==> src/rtl/irq_pkg.sv <==
// irq_pkg: shared types and helpers for the external interrupt controller.
// Holds the controller FSM state encoding and a lowest-set-bit encoder.
package irq_pkg;

  typedef enum logic [1:0] {
    IDLE,
    REQ,
    SERVICE
  } state_e;

  // Index of the lowest set bit; bit 0 is the highest priority.
  function automatic logic [4:0] lsb_idx(input logic [31:0] v);
    logic [4:0] r;
    r = '0;
    for (int i = 31; i >= 0; i--) begin
      if (v[i]) r = 5'(i);
    end
    return r;
  endfunction

endpackage

==> src/rtl/irq_ctrl_sync.sv <==
// irq_ctrl_sync: multi-flop synchronizer for one asynchronous line.
// Ports: clk, rst_n (sync, active-low), d (async in), q (synced out).
module irq_ctrl_sync #(
  parameter int   STAGES      = 2,
  parameter logic RESET_VALUE = 1'b0
) (
  input  logic clk,
  input  logic rst_n,
  input  logic d,
  output logic q
);

  logic [STAGES-1:0] sync_q;
  logic [STAGES-1:0] sync_d;

  always_comb begin
    sync_d = {sync_q[STAGES-2:0], d};
  end

  always_ff @(posedge clk) begin
    if (!rst_n) sync_q <= {STAGES{RESET_VALUE}};
    else        sync_q <= sync_d;
  end

  assign q = sync_q[STAGES-1];

endmodule

==> src/rtl/irq_ctrl.sv <==
// irq_ctrl: edge/level interrupt controller with claim/complete handshake.
// Ports: irq_async/cfg_en/cfg_edge in; irq_req/irq_id/in_service/pending/cpl_err out.
module irq_ctrl
  import irq_pkg::*;
#(
  parameter  int NUM_IRQ     = 8,
  parameter  int SYNC_STAGES = 2,
  localparam int ID_W = (NUM_IRQ > 1) ? $clog2(NUM_IRQ) : 1
) (
  input  logic               clk,
  input  logic               rst,
  input  logic [NUM_IRQ-1:0] irq_async,
  input  logic [NUM_IRQ-1:0] cfg_en,
  input  logic [NUM_IRQ-1:0] cfg_edge,
  output logic               irq_req,
  output logic [ID_W-1:0]    irq_id,
  input  logic               claim,
  input  logic               complete,
  input  logic [ID_W-1:0]    complete_id,
  output logic               in_service,
  output logic [NUM_IRQ-1:0] pending,
  output logic               cpl_err
);

  logic               rst_n;
  logic [NUM_IRQ-1:0] sync_s;
  logic [NUM_IRQ-1:0] hist_q, hist_d;
  logic [NUM_IRQ-1:0] pend_q, pend_d;
  logic [NUM_IRQ-1:0] rise;
  logic [NUM_IRQ-1:0] clr;
  logic [NUM_IRQ-1:0] active;
  logic [31:0]        vec32;
  logic [4:0]         idx;
  state_e             state_q, state_d;
  logic [ID_W-1:0]    id_q, id_d;
  logic               err_q, err_d;

  assign rst_n = ~rst;

  for (genvar i = 0; i < NUM_IRQ; i++) begin : g_sync
    irq_ctrl_sync #(
      .STAGES     (SYNC_STAGES),
      .RESET_VALUE(1'b0)
    ) u_sync (
      .clk  (clk),
      .rst_n(rst_n),
      .d    (irq_async[i]),
      .q    (sync_s[i])
    );
  end

  always_comb begin
    hist_d  = sync_s;
    rise    = sync_s & ~hist_q;
    active  = pend_q & cfg_en;
    vec32   = '0;
    vec32[NUM_IRQ-1:0] = active;
    idx     = lsb_idx(vec32);
    clr     = '0;
    state_d = state_q;
    id_d    = id_q;
    err_d   = 1'b0;

    unique case (state_q)
      IDLE: begin
        if (|active) begin
          state_d = REQ;
          id_d    = idx[ID_W-1:0];
        end
      end
      REQ: begin
        // Claim beats a simultaneous withdraw.
        if (claim) begin
          state_d  = SERVICE;
          clr[id_q] = cfg_edge[id_q];
        end else if (!pend_q[id_q]) begin
          state_d = IDLE;
        end
      end
      SERVICE: begin
        if (complete && complete_id == id_q) state_d = IDLE;
      end
      default: state_d = IDLE;
    endcase

    if (complete && !(state_q == SERVICE && complete_id == id_q))
      err_d = 1'b1;

    // A rise in the claim cycle wins over the clear.
    pend_d = cfg_en & (
      ( cfg_edge & ((pend_q & ~clr) | rise)) |
      (~cfg_edge & sync_s));
  end

  always_ff @(posedge clk or posedge rst) begin
    if (rst) begin
      state_q <= IDLE;
      id_q    <= '0;
      pend_q  <= '0;
      hist_q  <= '0;
      err_q   <= 1'b0;
    end else begin
      state_q <= state_d;
      id_q    <= id_d;
      pend_q  <= pend_d;
      hist_q  <= hist_d;
      err_q   <= err_d;
    end
  end

  assign irq_req    = (state_q == REQ);
  assign in_service = (state_q == SERVICE);
  assign irq_id     = id_q;
  assign pending    = pend_q;
  assign cpl_err    = err_q;

endmodule

==> config.mk <==
export PLATFORM = sky130hd
export DESIGN_NAME = irq_ctrl
export DESIGN_NICKNAME = d
export VERILOG_FILES = /design/src/rtl/irq_pkg.sv /design/src/rtl/irq_ctrl_sync.sv /design/src/rtl/irq_ctrl.sv
export SDC_FILE = /design/constraint.sdc
export NUM_CORES = 1
export LEC_CHECK = 0
export BUFFER_PORTS_ARGS = -buffer_cell sky130_fd_sc_hd__buf_2
export CAP_MARGIN = 5
export CORE_UTILIZATION = 30
export CTS_CLUSTER_DIAMETER = 100
export DETAILED_ROUTE_END_ITERATION = 8
export GPL_ROUTABILITY_DRIVEN = 1
export HOLD_SLACK_MARGIN = 0.02
export PLACE_DENSITY = 0.52
export SLEW_MARGIN = 20
export SYNTH_ARGS = -nofsm -noshare
export SYNTH_HDL_FRONTEND = slang
export SYNTH_HIERARCHICAL = 1
export SYNTH_SLANG_ARGS = --single-unit
==> constraint.sdc <==
create_clock -name clk -period 1.4 [get_ports clk]
set_input_delay 0.14 -clock clk [delete_from_list [all_inputs] [get_ports clk]]
set_output_delay 0.14 -clock clk [all_outputs]
set_load 0.02 [all_outputs]
==> reports/summary.json, run 1 <==
{
  "gp_congestion": 0.9434,
  "max-vdd-ir-drop_mv": 0.6092,
  "antenna_violations_before_repair": 0,
  "grt-ovfl-total": 0,
  "dpl_cell_area_sq_mm": 0.001946,
  "worstSkewPairLatency_ns": 0.29,
  "routedWlPerCell_um": 12.91,
  "floorplan.die.width_um": 73.65,
  "setup_viol_count_final": 0,
  "syn_area_sq_mm": 0.001540,
  "io-pin-count": 45,
  "report.final.slew_viol_count": 0,
  "post_synth.cell_area_avg_sq_um": 10.92,
  "floorplan.core_area_sq_mm": 0.004817,
  "min_path_type": "in2reg",
  "detailroute.via_count": 1287,
  "die_height_um": 73.65,
  "row_count": 25,
  "final_nets": 239,
  "hold_violations": 0,
  "share_of_the_cycle_needed_by_the_critical_path_after_routing_pct": 97.79,
  "instances_no_fill": 276,
  "dp_hpwl_um": 2777,
  "synthesis.yosys.warnings": 6,
  "cts-htree-levels": 2,
  "clk_root_buffer_cell": "sky130_fd_sc_hd__clkbuf_8",
  "netlist_top_cells_area": "sky130_fd_sc_hd__dfrtp_1, sky130_fd_sc_hd__dfxtp_1, sky130_fd_sc_hd__and2_1",
  "clock_skew_after_layout_ns": 0.003665,
  "finish.instance_area_sq_mm": 0.002077,
  "io_buffer_count": 44,
  "worstSetupStartpointType": "flip-flop",
  "cts.sinks": 38,
  "netlist-cell-type-count": 37,
  "numPlacedInstances": 266,
  "mappedNetlistNets": 172,
  "worst_endpoint_required_time_ns": 1.58,
  "net_switching_power_figure_uw": 979.2,
  "p_seq_share_pct": 43.0,
  "share_of_flip_flops_with_an_asynchronous_set_or_reset_after_synthesis_pct": 57.89,
  "ys_dominant_reg_cell": "sky130_fd_sc_hd__dfrtp_1",
  "crit_path_end_kind": "flip-flop",
  "preCtsSetupSlack_ns": -0.003323,
  "grt_pass1_vias": 1216,
  "clk_network_pwr_share_pct": 25.0,
  "drcViolationCount": 0,
  "proportion_of_synthesized_chip_area_in_sequential_cells_pct": 56.54,
  "multi_input_gate_area_in_the_final_layout_sq_um": 649.4,
  "area_leader_netlist": "sky130_fd_sc_hd__dfrtp_1",
  "sw_frac_of_total_pct": 32.39,
  "tritoncts.num_buffers": 5,
  "post_synth_inst_count": 141,
  "status": "completed",
  "slew_headroom_pct": 64.42,
  "wire_length_of_the_first_global_routing_pass_um": 5733,
  "timing_worst_setup_path_type": "reg2reg",
  "num-fill-cells": 497,
  "route.final.wire_length_um": 3562,
  "number_of_optimization_iterations_in_the_first_detailed_route_pass": 4,
  "path_clk_slew_ns": 0.07,
  "area_growth_syn_to_layout_pct": 34.85,
  "crit_arrival_ns": 1.55,
  "grt_util_all_layers_pct": 14.60,
  "timing.reg2reg.worst_path_depth": 4,
  "drive_above_1_share_pct": 39.71,
  "grt_start_max_net_pins": 22,
  "max_freq_ghz": 0.7304,
  "seqCellArea_sq_um": 873.3,
  "drt_iter0_markers": 59,
  "setup_ws_ns": 0.03095,
  "p_leak_uw": 0.0009887,
  "tritoncts": "yes",
  "max_cap_violations": 0,
  "power.internal_uw": 2044,
  "hold-path-cell-count": 2,
  "layout_min_cycle_time_ns": 1.369,
  "die_area_sq_mm": 0.005424,
  "vias_per_cell": 4.663,
  "comb_power_share_pct": 32.0,
  "ant_nets": 0,
  "cts.path.max_buffers": 2,
  "grt_setup_unrepaired": "true",
  "critPathMaxFanout": 6,
  "antennaDiodeCount": 0,
  "yosys.area.top_type_share_pct": 35.74,
  "synth_edf_count": 0,
  "starting_utilization_of_the_core_area_pct": 31.97,
  "powerDensity_mw_per_mm2": 1455,
  "synth-seq-cells": 38,
  "tightest_slew_ns": 0.5331
}
-- cell usage after synthesis (all sizes together), types with 2 or more instances --
master / count
a32oi: 4
a21boi: 3
a22oi: 4
dfxtp: 16
dfrtp: 22
nor2b: 5
mux2: 3
a31oi: 3
a21oi: 5
xor2: 3
and2b: 2
nand2: 21
nand3: 6
inv: 3
o21ai: 4
nor3b: 2
a221oi: 2
a22o: 2
nor2: 2
buf: 3
and2: 16
-- final cells by class --
class / instances / area share, %
timing repair buffer: 63 / 17.71
clock buffer: 7 / 4.157
inverter: 3 / 0.5422
multi-input combinational: 97 / 31.27
sequential: 38 / 42.05
tap: 67 / 4.036
clock inverter: 1 / 0.2410
-- stage by stage --
step	total power, uW	utilization (%)	hold slack, ns	setup TNS, ns
global route	3192	43.12	0.03282	-0.04049
global placement	2234	40.39	0.1838	0
finish	3023	43.12	0.04497	0
detailed placement	2250	40.39	0.2093	-0.003323
CTS	3029	42.60	0.03251	0
floorplan	1890	-	0.2146	0
-- flip-flops by register name, summed over array words and instances, names as in the netlist --
name	count
cpl_err	1
g_sync.u_sync/sync_q	16
hist_q	8
irq_id	3
pending	8
state_q	2
-- what timing repair did --
| item | 4_1_cts | 5_1_grt |
|---|---|---|
| resized for setup | 1 | 6 |
| hold endpoints to repair | 2 | 0 |
| hold buffers | 1 | 0 |
| setup endpoints to repair | 1 | 4 |
| setup buffers | 0 | 1 |
-- worst max-delay path: stages, from the launching register on --
cell and delay, ns:
sky130_fd_sc_hd__dfrtp_2 0.43, sky130_fd_sc_hd__mux2_2 0.36, sky130_fd_sc_hd__a221oi_2 0.23, sky130_fd_sc_hd__o22a_1 0.18, sky130_fd_sc_hd__o21ai_1 0.06
-- cell families (layout without fill, tap and decap cells) --
logic type,count (synthesis),in the layout,share of synthesized area [%]
DFF,38,38,56.54
buffers and inverters,6,74,2.437
xor gates and xnor gates,3,3,1.706
muxes,3,3,2.193
and+or+nand+nor,59,59,20.96
AOI/OAI and AO/OA,32,32,16.17
-- cell usage in the layout, fill, tap and decap left out, drive strengths merged, types with 2 or more instances in the layout --
master	instances
o21ai	4
nor3b	2
a21boi	3
a32oi	4
nand3	6
nor2b	5
nor2	2
and2b	2
a22o	2
a22oi	4
and2	16
inv	3
a31oi	3
a21oi	5
dfrtp	22
xor2	3
buf	62
clkbuf	7
nand2	21
dfxtp	16
a221oi	2
mux2	3
-- routing by layer --
metal	track usage [%]	vias to the layer above	part of all wire [%]
met5	0	-	0
met1	18.18	613	43
met2	23.04	37	49
li1	-	631	-
met4	7.051	0	1.9
met3	4.390	6	5.4
-- path summary, 6_finish.rpt --
kind | start | to | slack (ns)
worst min register to register | g_sync[6].u_sync/sync_q[1] | hist_q[6] | 0.35
min in group asynchronous | rst | hist_q[7] | 0.43
worst min-delay path | irq_async[3] | g_sync[3].u_sync/sync_q[0] | 0.04
worst max register to register | irq_id[2] | state_q[0] | 0.03
max in group asynchronous | rst | irq_id[2] | 0.42
worst max-delay path | irq_id[2] | state_q[0] | 0.03
-- power groups by stage --
stage	Clock [uW]	Combinational [uW]	Sequential [uW]
finish	756	966	1300
global route	848	1020	1320
CTS	791	939	1300
detailed placement	0	930	1320
global placement	0	920	1310
floorplan	0	538	1350
(Power assumes the default switching activity.)
==> run 2: changes to the inputs <==
--- a/config.mk
+++ b/config.mk
@@ -5,6 +5,7 @@
 export SDC_FILE = /design/constraint.sdc
 export NUM_CORES = 1
 export LEC_CHECK = 0
+export ABC_AREA = 1
 export BUFFER_PORTS_ARGS = -buffer_cell sky130_fd_sc_hd__buf_2
 export CAP_MARGIN = 5
 export CORE_UTILIZATION = 30
@@ -12,7 +13,7 @@
 export DETAILED_ROUTE_END_ITERATION = 8
 export GPL_ROUTABILITY_DRIVEN = 1
 export HOLD_SLACK_MARGIN = 0.02
-export PLACE_DENSITY = 0.52
+export PLACE_DENSITY = 0.51
 export SLEW_MARGIN = 20
 export SYNTH_ARGS = -nofsm -noshare
 export SYNTH_HDL_FRONTEND = slang
==> constraint.sdc (replaced) <==
create_clock -name clk -period 1.8 [get_ports clk]
set_input_delay 0.18 -clock clk [delete_from_list [all_inputs] [get_ports clk]]
set_output_delay 0.18 -clock clk [all_outputs]
set_load 0.02 [all_outputs]
==> run 2 against run 1 <==
Against the previous run:
- first-iteration DRC count is 42% higher
- clock power is 14% lower
- die area is 10% higher
- sequential power is 18% lower
- largest power group unchanged
- final area is 1.6% higher
- sequential cell count stayed put
- clock skew is 0.0011 ns higher
- hold slack better by 0.017 ns
- maximum frequency is 7.8% lower
- sequential share of layout area is 0.77 points lower
==> reports/summary.json, run 2 <==
{
  "status": "completed",
  "timing.reg2reg.setup_slack": {"value": 0.32, "unit": "ns", "change": "+0.28 ns"},
  "numPlacedInstances": {"value": 326, "change": "+23%"},
  "worst_setup_path_endpoint": "pending[4]",
  "layout_min_cycle_time": {"value": 1.484, "unit": "ns", "change": "+0.1152 ns"},
  "cts-htree-levels": {"value": 2, "change": "unchanged"},
  "hold-path-cell-count": {"value": 3, "change": "+1"},
  "max_cap_violations": {"value": 0, "change": "unchanged"},
  "timing_worst_setup_path_type": "reg2reg",
  "die_height": {"value": 77.34, "unit": "um", "change": "+5.0%"},
  "vias_per_cell": {"value": 4.269, "change": "-8.5%"},
  "io-pin-count": {"value": 45, "change": "unchanged"},
  "critPathLaunch": "irq_id[0]",
  "report.final.slew_viol_count": {"value": 0, "change": "unchanged"},
  "mappedNetlistNets": {"value": 243, "change": "+41%"},
  "cts.path.max_buffers": {"value": 2, "change": "unchanged"},
  "postCtsSetupBuffers": {"value": 0, "change": "unchanged"},
  "max_flop_register": "g_sync.u_sync/sync_q",
  "setup_viol_count_final": {"value": 0, "change": "unchanged"},
  "grt_start_max_net_pins": {"value": 23, "change": "+4.5%"},
  "rr_startpoint": "irq_id[0]",
  "syn_area": {"value": 0.001703, "unit": "sq mm", "change": "+11%"},
  "grt_util_all_layers": {"value": 13.25, "unit": "%", "change": "-1.3 points"},
  "final_nets": {"value": 293, "change": "+23%"},
  "reg2reg_to": "pending[4]",
  "clk_root_buffer_cell": "sky130_fd_sc_hd__clkbuf_8",
  "floorplan.core_area": {"value": 0.005473, "unit": "sq mm", "change": "+14%"},
  "crit_path_end_kind": "flip-flop",
  "p_leak": {"value": 0.001175, "unit": "uW", "change": "+19%"},
  "min_path_type": "in2reg",
  "grt_setup_unrepaired": "false",
  "post_synth_inst_count": {"value": 212, "change": "+50%"},
  "gp_congestion": {"value": 0.8677, "change": "-8.0%"},
  "route.final.wire_length": {"value": 3655, "unit": "um", "change": "+2.6%"},
  "share_of_the_cycle_needed_by_the_critical_path_after_routing": {"value": 82.46, "unit": "%", "change": "-15 points"},
  "row_count": {"value": 27, "change": "+8.0%"},
  "setup_total_neg_slack": {"value": 0, "unit": "ns", "change": "unchanged"},
  "area_growth_syn_to_layout_pct": 23.88,
  "tightest_slew": {"value": 0.4450, "unit": "ns", "change": "-0.08815 ns"},
  "drive_above_1_share": {"value": 24.71, "unit": "%", "change": "-15 points"},
  "largest_register_ffs": {"value": 16, "change": "unchanged"},
  "powerDensity": {"value": 1060, "unit": "mW/mm^2", "change": "-27%"},
  "synthTopCellsByCount": "sky130_fd_sc_hd__nand2_1, sky130_fd_sc_hd__inv_1, sky130_fd_sc_hd__dfrtp_1",
  "netlist-cell-type-count": {"value": 26, "change": "-30%"},
  "proportion_of_synthesized_chip_area_in_sequential_cells": {"value": 51.14, "unit": "%", "change": "-5.4 points"},
  "worstSetupStartpointType": "flip-flop",
  "hold_violations": {"value": 0, "change": "unchanged"},
  "dp_hpwl": {"value": 2812, "unit": "um", "change": "+1.2%"},
  "critPathMaxFanout": {"value": 12, "change": "+6"},
  "starting_utilization_of_the_core_area": {"value": 31.12, "unit": "%", "change": "-0.86 points"},
  "number_of_optimization_iterations_in_the_first_detailed_route_pass": {"value": 4, "change": "unchanged"},
  "die_area": {"value": 0.005981, "unit": "sq mm", "change": "+10%"},
  "synth-seq-cells": {"value": 38, "change": "unchanged"},
  "hold_slack": {"value": 0.06213, "unit": "ns", "change": "+0.01716 ns"},
  "synthesis.yosys.warnings": {"value": 6, "change": "unchanged"},
  "timing.reg2reg.worst_path_depth": {"value": 8, "change": "+4"},
  "synth_edf_count": {"value": 0, "change": "unchanged"},
  "slew_headroom": {"value": 70.33, "unit": "%", "change": "+5.9 points"},
  "cts.sinks": {"value": 38, "change": "unchanged"},
  "antenna_violations_before_repair": {"value": 0, "change": "unchanged"},
  "crit_arrival": {"value": 1.70, "unit": "ns", "change": "+0.15 ns"},
  "num-fill-cells": {"value": 610, "change": "+23%"},
  "path_clk_slew": {"value": 0.08, "unit": "ns", "change": "about the same"},
  "netlist_top_cells_area": "sky130_fd_sc_hd__dfrtp_1, sky130_fd_sc_hd__dfxtp_1, sky130_fd_sc_hd__nand2_1",
  "yosys.area.top_type_share": {"value": 32.33, "unit": "%", "change": "-3.4 points"},
  "layout_commonest_cell": "sky130_fd_sc_hd__nand2_1",
  "grt_pass1_vias": {"value": 1366, "change": "+12%"},
  "wire_length_of_the_first_global_routing_pass": {"value": 6092, "unit": "um", "change": "+6.3%"},
  "ant_nets": {"value": 0, "change": "unchanged"},
  "area_leader_netlist": "sky130_fd_sc_hd__dfrtp_1",
  "ys_dominant_reg_cell": "sky130_fd_sc_hd__dfrtp_1",
  "cell_with_the_most_instances_after_synthesis": "sky130_fd_sc_hd__nand2_1",
  "drcViolationCount": {"value": 0, "change": "unchanged"},
  "max-vdd-ir-drop": {"value": 0.5339, "unit": "mV", "change": "-12%"},
  "instances_no_fill": {"value": 335, "change": "+21%"},
  "worst_endpoint_required_time": {"value": 2.02, "unit": "ns", "change": "+0.44 ns"},
  "worstSkewPairLatency": {"value": 0.29, "unit": "ns", "change": "about the same"},
  "max_freq": {"value": 0.6737, "unit": "GHz", "change": "-7.8%"},
  "grt-ovfl-total": {"value": 0, "change": "unchanged"},
  "routedWlPerCell": {"value": 10.91, "unit": "um", "change": "-15%"},
  "tritoncts.num_buffers": {"value": 5, "change": "unchanged"},
  "post_synth.cell_area_avg": {"value": 8.032, "unit": "sq um", "change": "-26%"},
  "clock_skew_after_layout": {"value": 0.004715, "unit": "ns", "change": "+0.001050 ns"},
  "antennaDiodeCount": {"value": 0, "change": "unchanged"},
  "io_buffer_count": {"value": 44, "change": "unchanged"},
  "drt_iter0_markers": {"value": 84, "change": "+42%"},
  "final_cell_mix": "sky130_fd_sc_hd__nand2_1, sky130_fd_sc_hd__buf_2, sky130_fd_sc_hd__inv_1",
  "tritoncts": "yes",
  "share_of_flip_flops_with_an_asynchronous_set_or_reset_after_synthesis": {"value": 57.89, "unit": "%", "change": "unchanged"},
  "floorplan.die.width": {"value": 77.34, "unit": "um", "change": "+5.0%"},
  "detailroute.via_count": {"value": 1430, "change": "+11%"}
}
run 2: worst min-delay path by stage:
stage,start,endpoint
3_5_place_dp,rst,hist_q[1]
5_1_grt,irq_async[3],g_sync[3].u_sync/sync_q[0]
2_1_floorplan,irq_async[0],g_sync[0].u_sync/sync_q[0]
4_1_cts,irq_async[7],g_sync[7].u_sync/sync_q[0]
6_report,irq_async[0],g_sync[0].u_sync/sync_q[0]
3_3_place_gp,rst,hist_q[1]
run 2: power breakdown:
group | internal, uW | switching (uW) | total [uW]
logic | 196 | 334 | 531
registers | 919 | 137 | 1060
clock network | 352 | 297 | 649
run 2: worst max-delay path: stages (launching register included):
cell	delay (ns)
sky130_fd_sc_hd__dfrtp_1	0.62
sky130_fd_sc_hd__inv_2	0.18
sky130_fd_sc_hd__nand4_1	0.13
sky130_fd_sc_hd__nand2_1	0.07
sky130_fd_sc_hd__nor2_1	0.11
sky130_fd_sc_hd__nand2_1	0.08
sky130_fd_sc_hd__nand2_1	0.06
sky130_fd_sc_hd__nand2_1	0.06
sky130_fd_sc_hd__a21oi_2	0.11
run 2: cells by family after synthesis:
group	Yosys count	synth area share, %
buffers and inverters	40	9.992
AO/OA/AOI/OAI	20	7.715
XOR/XNOR	3	1.543
AND/OR/NAND/NOR	111	29.61
flip-flops	38	51.14
run 2: layout make-up:
class	instances	area [sq um]	area share, %
Clock buffer	6	93.84	4.448
Clock inverter	2	10.01	0.4745
Inverter	36	137.6	6.524
Multi-Input combinational cell	134	661.9	31.38
Sequential cell	38	870.8	41.28
Tap cell	72	90.09	4.270
Timing Repair Buffer	47	245.2	11.63
run 2: what timing repair did:
action / in CTS / in global routing
hold buffers: 1 / 0
gates resized for setup: 0 / 0
endpoints found under the hold margin: 22 / 0
run 2: per-stage QoR:
step | instance area, sq um | total power, uW | util [%] | setup slack, ns
6_report | 2110 | 2235 | 38.55 | 0.3157
5_1_grt | 2110 | 2388 | 38.55 | 0.08357
4_1_cts | 2110 | 2275 | 38.55 | 0.2873
3_5_place_dp | 1996 | 1608 | 36.47 | 0.2978
3_3_place_gp | 1996 | 1606 | 36.47 | 0.3126
2_1_floorplan | 1703 | 1470 | - | 0.5326
run 2: per-layer routing:
layer  vias to the layer above  wire (um)  GRT usage [%]  part of all wire, %
met5                         -          0              0                    0
met2                        39       1675          20.71                   46
met4                         0         70          5.283                  1.9
met1                       619       1719          16.96                   47
li1                        764          -              -                    -
met3                         8        190          4.118                  5.2
==> run 3: changes to the inputs <==
--- a/config.mk
+++ b/config.mk
@@ -5,7 +5,7 @@
 export SDC_FILE = /design/constraint.sdc
 export NUM_CORES = 1
 export LEC_CHECK = 0
-export ABC_AREA = 1
+export ABC_AREA = 0
 export BUFFER_PORTS_ARGS = -buffer_cell sky130_fd_sc_hd__buf_2
 export CAP_MARGIN = 5
 export CORE_UTILIZATION = 30
@@ -13,7 +13,7 @@
 export DETAILED_ROUTE_END_ITERATION = 8
 export GPL_ROUTABILITY_DRIVEN = 1
 export HOLD_SLACK_MARGIN = 0.02
-export PLACE_DENSITY = 0.51
+export PLACE_DENSITY = 0.54
 export SLEW_MARGIN = 20
 export SYNTH_ARGS = -nofsm -noshare
 export SYNTH_HDL_FRONTEND = slang
==> constraint.sdc (replaced) <==
create_clock -name clk -period 1.3 [get_ports clk]
set_input_delay 0.13 -clock clk [delete_from_list [all_inputs] [get_ports clk]]
set_output_delay 0.13 -clock clk [all_outputs]
set_load 0.02 [all_outputs]
==> run 3 against run 2 <==
Against the previous run:
- the flow now finishes with violations (negative setup slack)
- non-clock buffer count grew 18
- sequential share of layout area shrank 0.28 points
- hold slack lost 0.029 ns
- total power grew 51%
- sequential power grew 33%
- sequential cell count is the same
- global-route usage grew 1.5 points
- first-iteration DRC count shrank 37%
- maximum frequency grew 8.6%
- die area shrank 9.3%
- critical path type unchanged
==> reports/summary.json, run 3 (synthesis results as in run 1) <==
{
  "drcViolationCount": {"value": 0, "change": "unchanged"},
  "clk_root_buffer_cell": "sky130_fd_sc_hd__clkbuf_8",
  "p_leak": {"value": 0.0009964, "unit": "uW", "change": "-15%"},
  "multi_input_gate_area_in_the_final_layout": {"value": 686.9, "unit": "sq um", "change": "+3.8%"},
  "floorplan.core_area": {"value": 0.004817, "unit": "sq mm", "change": "-12%"},
  "num-fill-cells": {"value": 503, "change": "-18%"},
  "route.final.wire_length": {"value": 3618, "unit": "um", "change": "-1.0%"},
  "hold_violations": {"value": 0, "change": "unchanged"},
  "reg2reg_to": "state_q[0]",
  "routedWlPerCell": {"value": 13.01, "unit": "um", "change": "+19%"},
  "worstSetupStartpointType": "flip-flop",
  "worstSkewPairLatency": {"value": 0.29, "unit": "ns", "change": "about the same"},
  "rr_startpoint": "irq_id[1]",
  "grt_pass1_vias": {"value": 1314, "change": "-3.8%"},
  "grt_start_max_net_pins": {"value": 27, "change": "+17%"},
  "min_path_type": "in2reg",
  "gp_congestion": {"value": 0.8953, "change": "+3.2%"},
  "setup_viol_count_final": {"value": 4, "change": "+4"},
  "tritoncts.num_buffers": {"value": 5, "change": "unchanged"},
  "setup_ws": {"value": -0.06657, "unit": "ns", "change": "-0.3823 ns"},
  "final_nets": {"value": 241, "change": "-18%"},
  "final_cell_mix": "sky130_fd_sc_hd__buf_2, sky130_fd_sc_hd__nand2_1, sky130_fd_sc_hd__buf_4",
  "powerDensity": {"value": 1569, "unit": "mW/mm^2", "change": "+48%"},
  "row_count": {"value": 25, "change": "-7.4%"},
  "io-pin-count": {"value": 45, "change": "unchanged"},
  "hold-path-cell-count": {"value": 2, "change": "-1"},
  "startpoint_of_the_tightest_hold_check_path": "irq_async[0]",
  "preCtsSetupSlack": {"value": -0.05192, "unit": "ns", "change": "-0.3498 ns"},
  "clock_skew_after_layout": {"value": 0.003878, "unit": "ns", "change": "-0.0008374 ns"},
  "max_cap_violations": {"value": 0, "change": "unchanged"},
  "grt_setup_unrepaired": "true",
  "area_growth_syn_to_layout_pct": 39.89,
  "hold_slack": {"value": 0.03327, "unit": "ns", "change": "-0.02886 ns"},
  "max-vdd-ir-drop": {"value": 0.6918, "unit": "mV", "change": "+30%"},
  "max_freq": {"value": 0.7318, "unit": "GHz", "change": "+8.6%"},
  "starting_utilization_of_the_core_area": {"value": 31.97, "unit": "%", "change": "+0.86 points"},
  "wire_length_of_the_first_global_routing_pass": {"value": 5906, "unit": "um", "change": "-3.1%"},
  "critPathMaxFanout": {"value": 7, "change": "-5"},
  "ant_nets": {"value": 0, "change": "unchanged"},
  "number_of_optimization_iterations_in_the_first_detailed_route_pass": {"value": 4, "change": "unchanged"},
  "tritoncts": "yes",
  "max_flop_register": "g_sync.u_sync/sync_q",
  "largest_register_ffs": {"value": 16, "change": "unchanged"},
  "failed_checks": "negative setup slack",
  "vias_per_cell": {"value": 4.716, "change": "+10%"},
  "crit_family": "flip-flops",
  "hold_path_end": "g_sync[0].u_sync/sync_q[0]",
  "grt-ovfl-total": {"value": 0, "change": "unchanged"},
  "status": "finished with violations",
  "cts-htree-levels": {"value": 2, "change": "unchanged"},
  "crit_arrival": {"value": 1.59, "unit": "ns", "change": "-0.11 ns"},
  "worst_endpoint_required_time": {"value": 1.52, "unit": "ns", "change": "-0.50 ns"},
  "detailroute.via_count": {"value": 1311, "change": "-8.3%"},
  "timing.reg2reg.setup_slack": {"value": -0.07, "unit": "ns", "change": "-0.38 ns"},
  "drt_iter0_markers": {"value": 53, "change": "-37%"},
  "path_clk_slew": {"value": 0.08, "unit": "ns", "change": "about the same"},
  "cts.sinks": {"value": 38, "change": "unchanged"},
  "antenna_violations_before_repair": {"value": 0, "change": "unchanged"},
  "timing.reg2reg.worst_path_depth": {"value": 5, "change": "-3"},
  "dpl_cell_area": {"value": 0.001977, "unit": "sq mm", "change": "-0.94%"},
  "crit_path_end_kind": "flip-flop",
  "floorplan.die.width": {"value": 73.65, "unit": "um", "change": "-4.8%"},
  "crit_buf_inv": {"value": 1, "change": "unchanged"},
  "die_area": {"value": 0.005424, "unit": "sq mm", "change": "-9.3%"},
  "report.final.slew_viol_count": {"value": 0, "change": "unchanged"},
  "timing.critical_path.cells": "buf_4, nor3b_1, a31oi_1, o22a_1, o21ai_1",
  "timing.critical_path.slowest_stage_cell": "sky130_fd_sc_hd__dfrtp_2",
  "critPathMaxStageDelay": {"value": 0.44, "unit": "ns", "change": "-0.18 ns"},
  "grt_util_all_layers": {"value": 14.78, "unit": "%", "change": "+1.5 points"},
  "share_of_the_cycle_needed_by_the_critical_path_after_routing": {"value": 105.1, "unit": "%", "change": "+23 points"},
  "setup_total_neg_slack": {"value": -0.1175, "unit": "ns", "change": "-0.1175 ns"},
  "antennaDiodeCount": {"value": 0, "change": "unchanged"},
  "dp_hpwl": {"value": 2749, "unit": "um", "change": "-2.2%"},
  "layout_min_cycle_time": {"value": 1.367, "unit": "ns", "change": "-0.1177 ns"},
  "cts.path.max_buffers": {"value": 2, "change": "unchanged"},
  "finish.instance_area": {"value": 0.002155, "unit": "sq mm", "change": "+2.1%"},
  "tightest_slew": {"value": 0.2875, "unit": "ns", "change": "-0.1575 ns"},
  "io_buffer_count": {"value": 44, "change": "unchanged"},
  "slew_headroom": {"value": 80.79, "unit": "%", "change": "+10 points"},
  "seqCellArea": {"value": 883.3, "unit": "sq um", "change": "+1.4%"},
  "drive_above_1_share": {"value": 48.34, "unit": "%", "change": "+24 points"},
  "layout_commonest_cell": "sky130_fd_sc_hd__buf_2",
  "die_height": {"value": 73.65, "unit": "um", "change": "-4.8%"},
  "timing_worst_setup_path_type": "reg2reg"
}
[run 3: stage by stage]
| stage | total power [uW] | cells | utilization, % |
|---|---|---|---|
| after floorplan | 2062 | 141 | - |
| after global placement | 2404 | 267 | 41.04 |
| after detailed placement | 2434 | 267 | 41.04 |
| after CTS | 3356 | 277 | 44.03 |
| after global routing | 3559 | 278 | 44.73 |
| final | 3380 | 278 | 44.73 |
[run 3: worst max path at each step]
| stage | start | endpoint | slack, ns | cells past startpoint |
|---|---|---|---|---|
| floorplan | pending[3] | irq_id[0] | -0.04 | 4 |
| global placement | pending[1] | irq_id[0] | -0.009 | 4 |
| detailed placement | irq_id[2] | state_q[0] | -0.05 | 4 |
| CTS | irq_id[2] | state_q[0] | -0.05 | 4 |
| global route | irq_id[2] | state_q[0] | -0.11 | 4 |
| finish | irq_id[1] | state_q[0] | -0.07 | 5 |
[run 3: metal layers]
layer  global-route usage, %  vias up  part of all wire, %
met5                       0        -                    0
met2                   23.14       46                   46
met3                   4.664       13                  5.7
li1                        -      638                    -
met1                   18.26      614                   45
met4                   7.479        0                  3.0
[run 3: power by group]
| group | switching [uW] | internal, uW |
|---|---|---|
| clock | 420 | 426 |
| sequential | 114 | 1300 |
| combinational | 600 | 524 |
[run 3: what timing repair did]
| action | in CTS | in global routing |
|---|---|---|
| setup buffers | 1 | 1 |
| resized for setup | 8 | 7 |
| setup endpoints to repair | 5 | 11 |
| hold endpoints to repair | 22 | 0 |
| pin swaps | 1 | 5 |
| hold buffers | 1 | 0 |
[run 3: cell type report]
cell class,count,share of cell area (%)
flip-flops and latches,38,41.00
multi-input cells,97,31.88
repair buffers,65,18.29
well taps,67,3.891
clock buffers,6,3.833
clock inverters,2,0.5807
inverters,3,0.5226
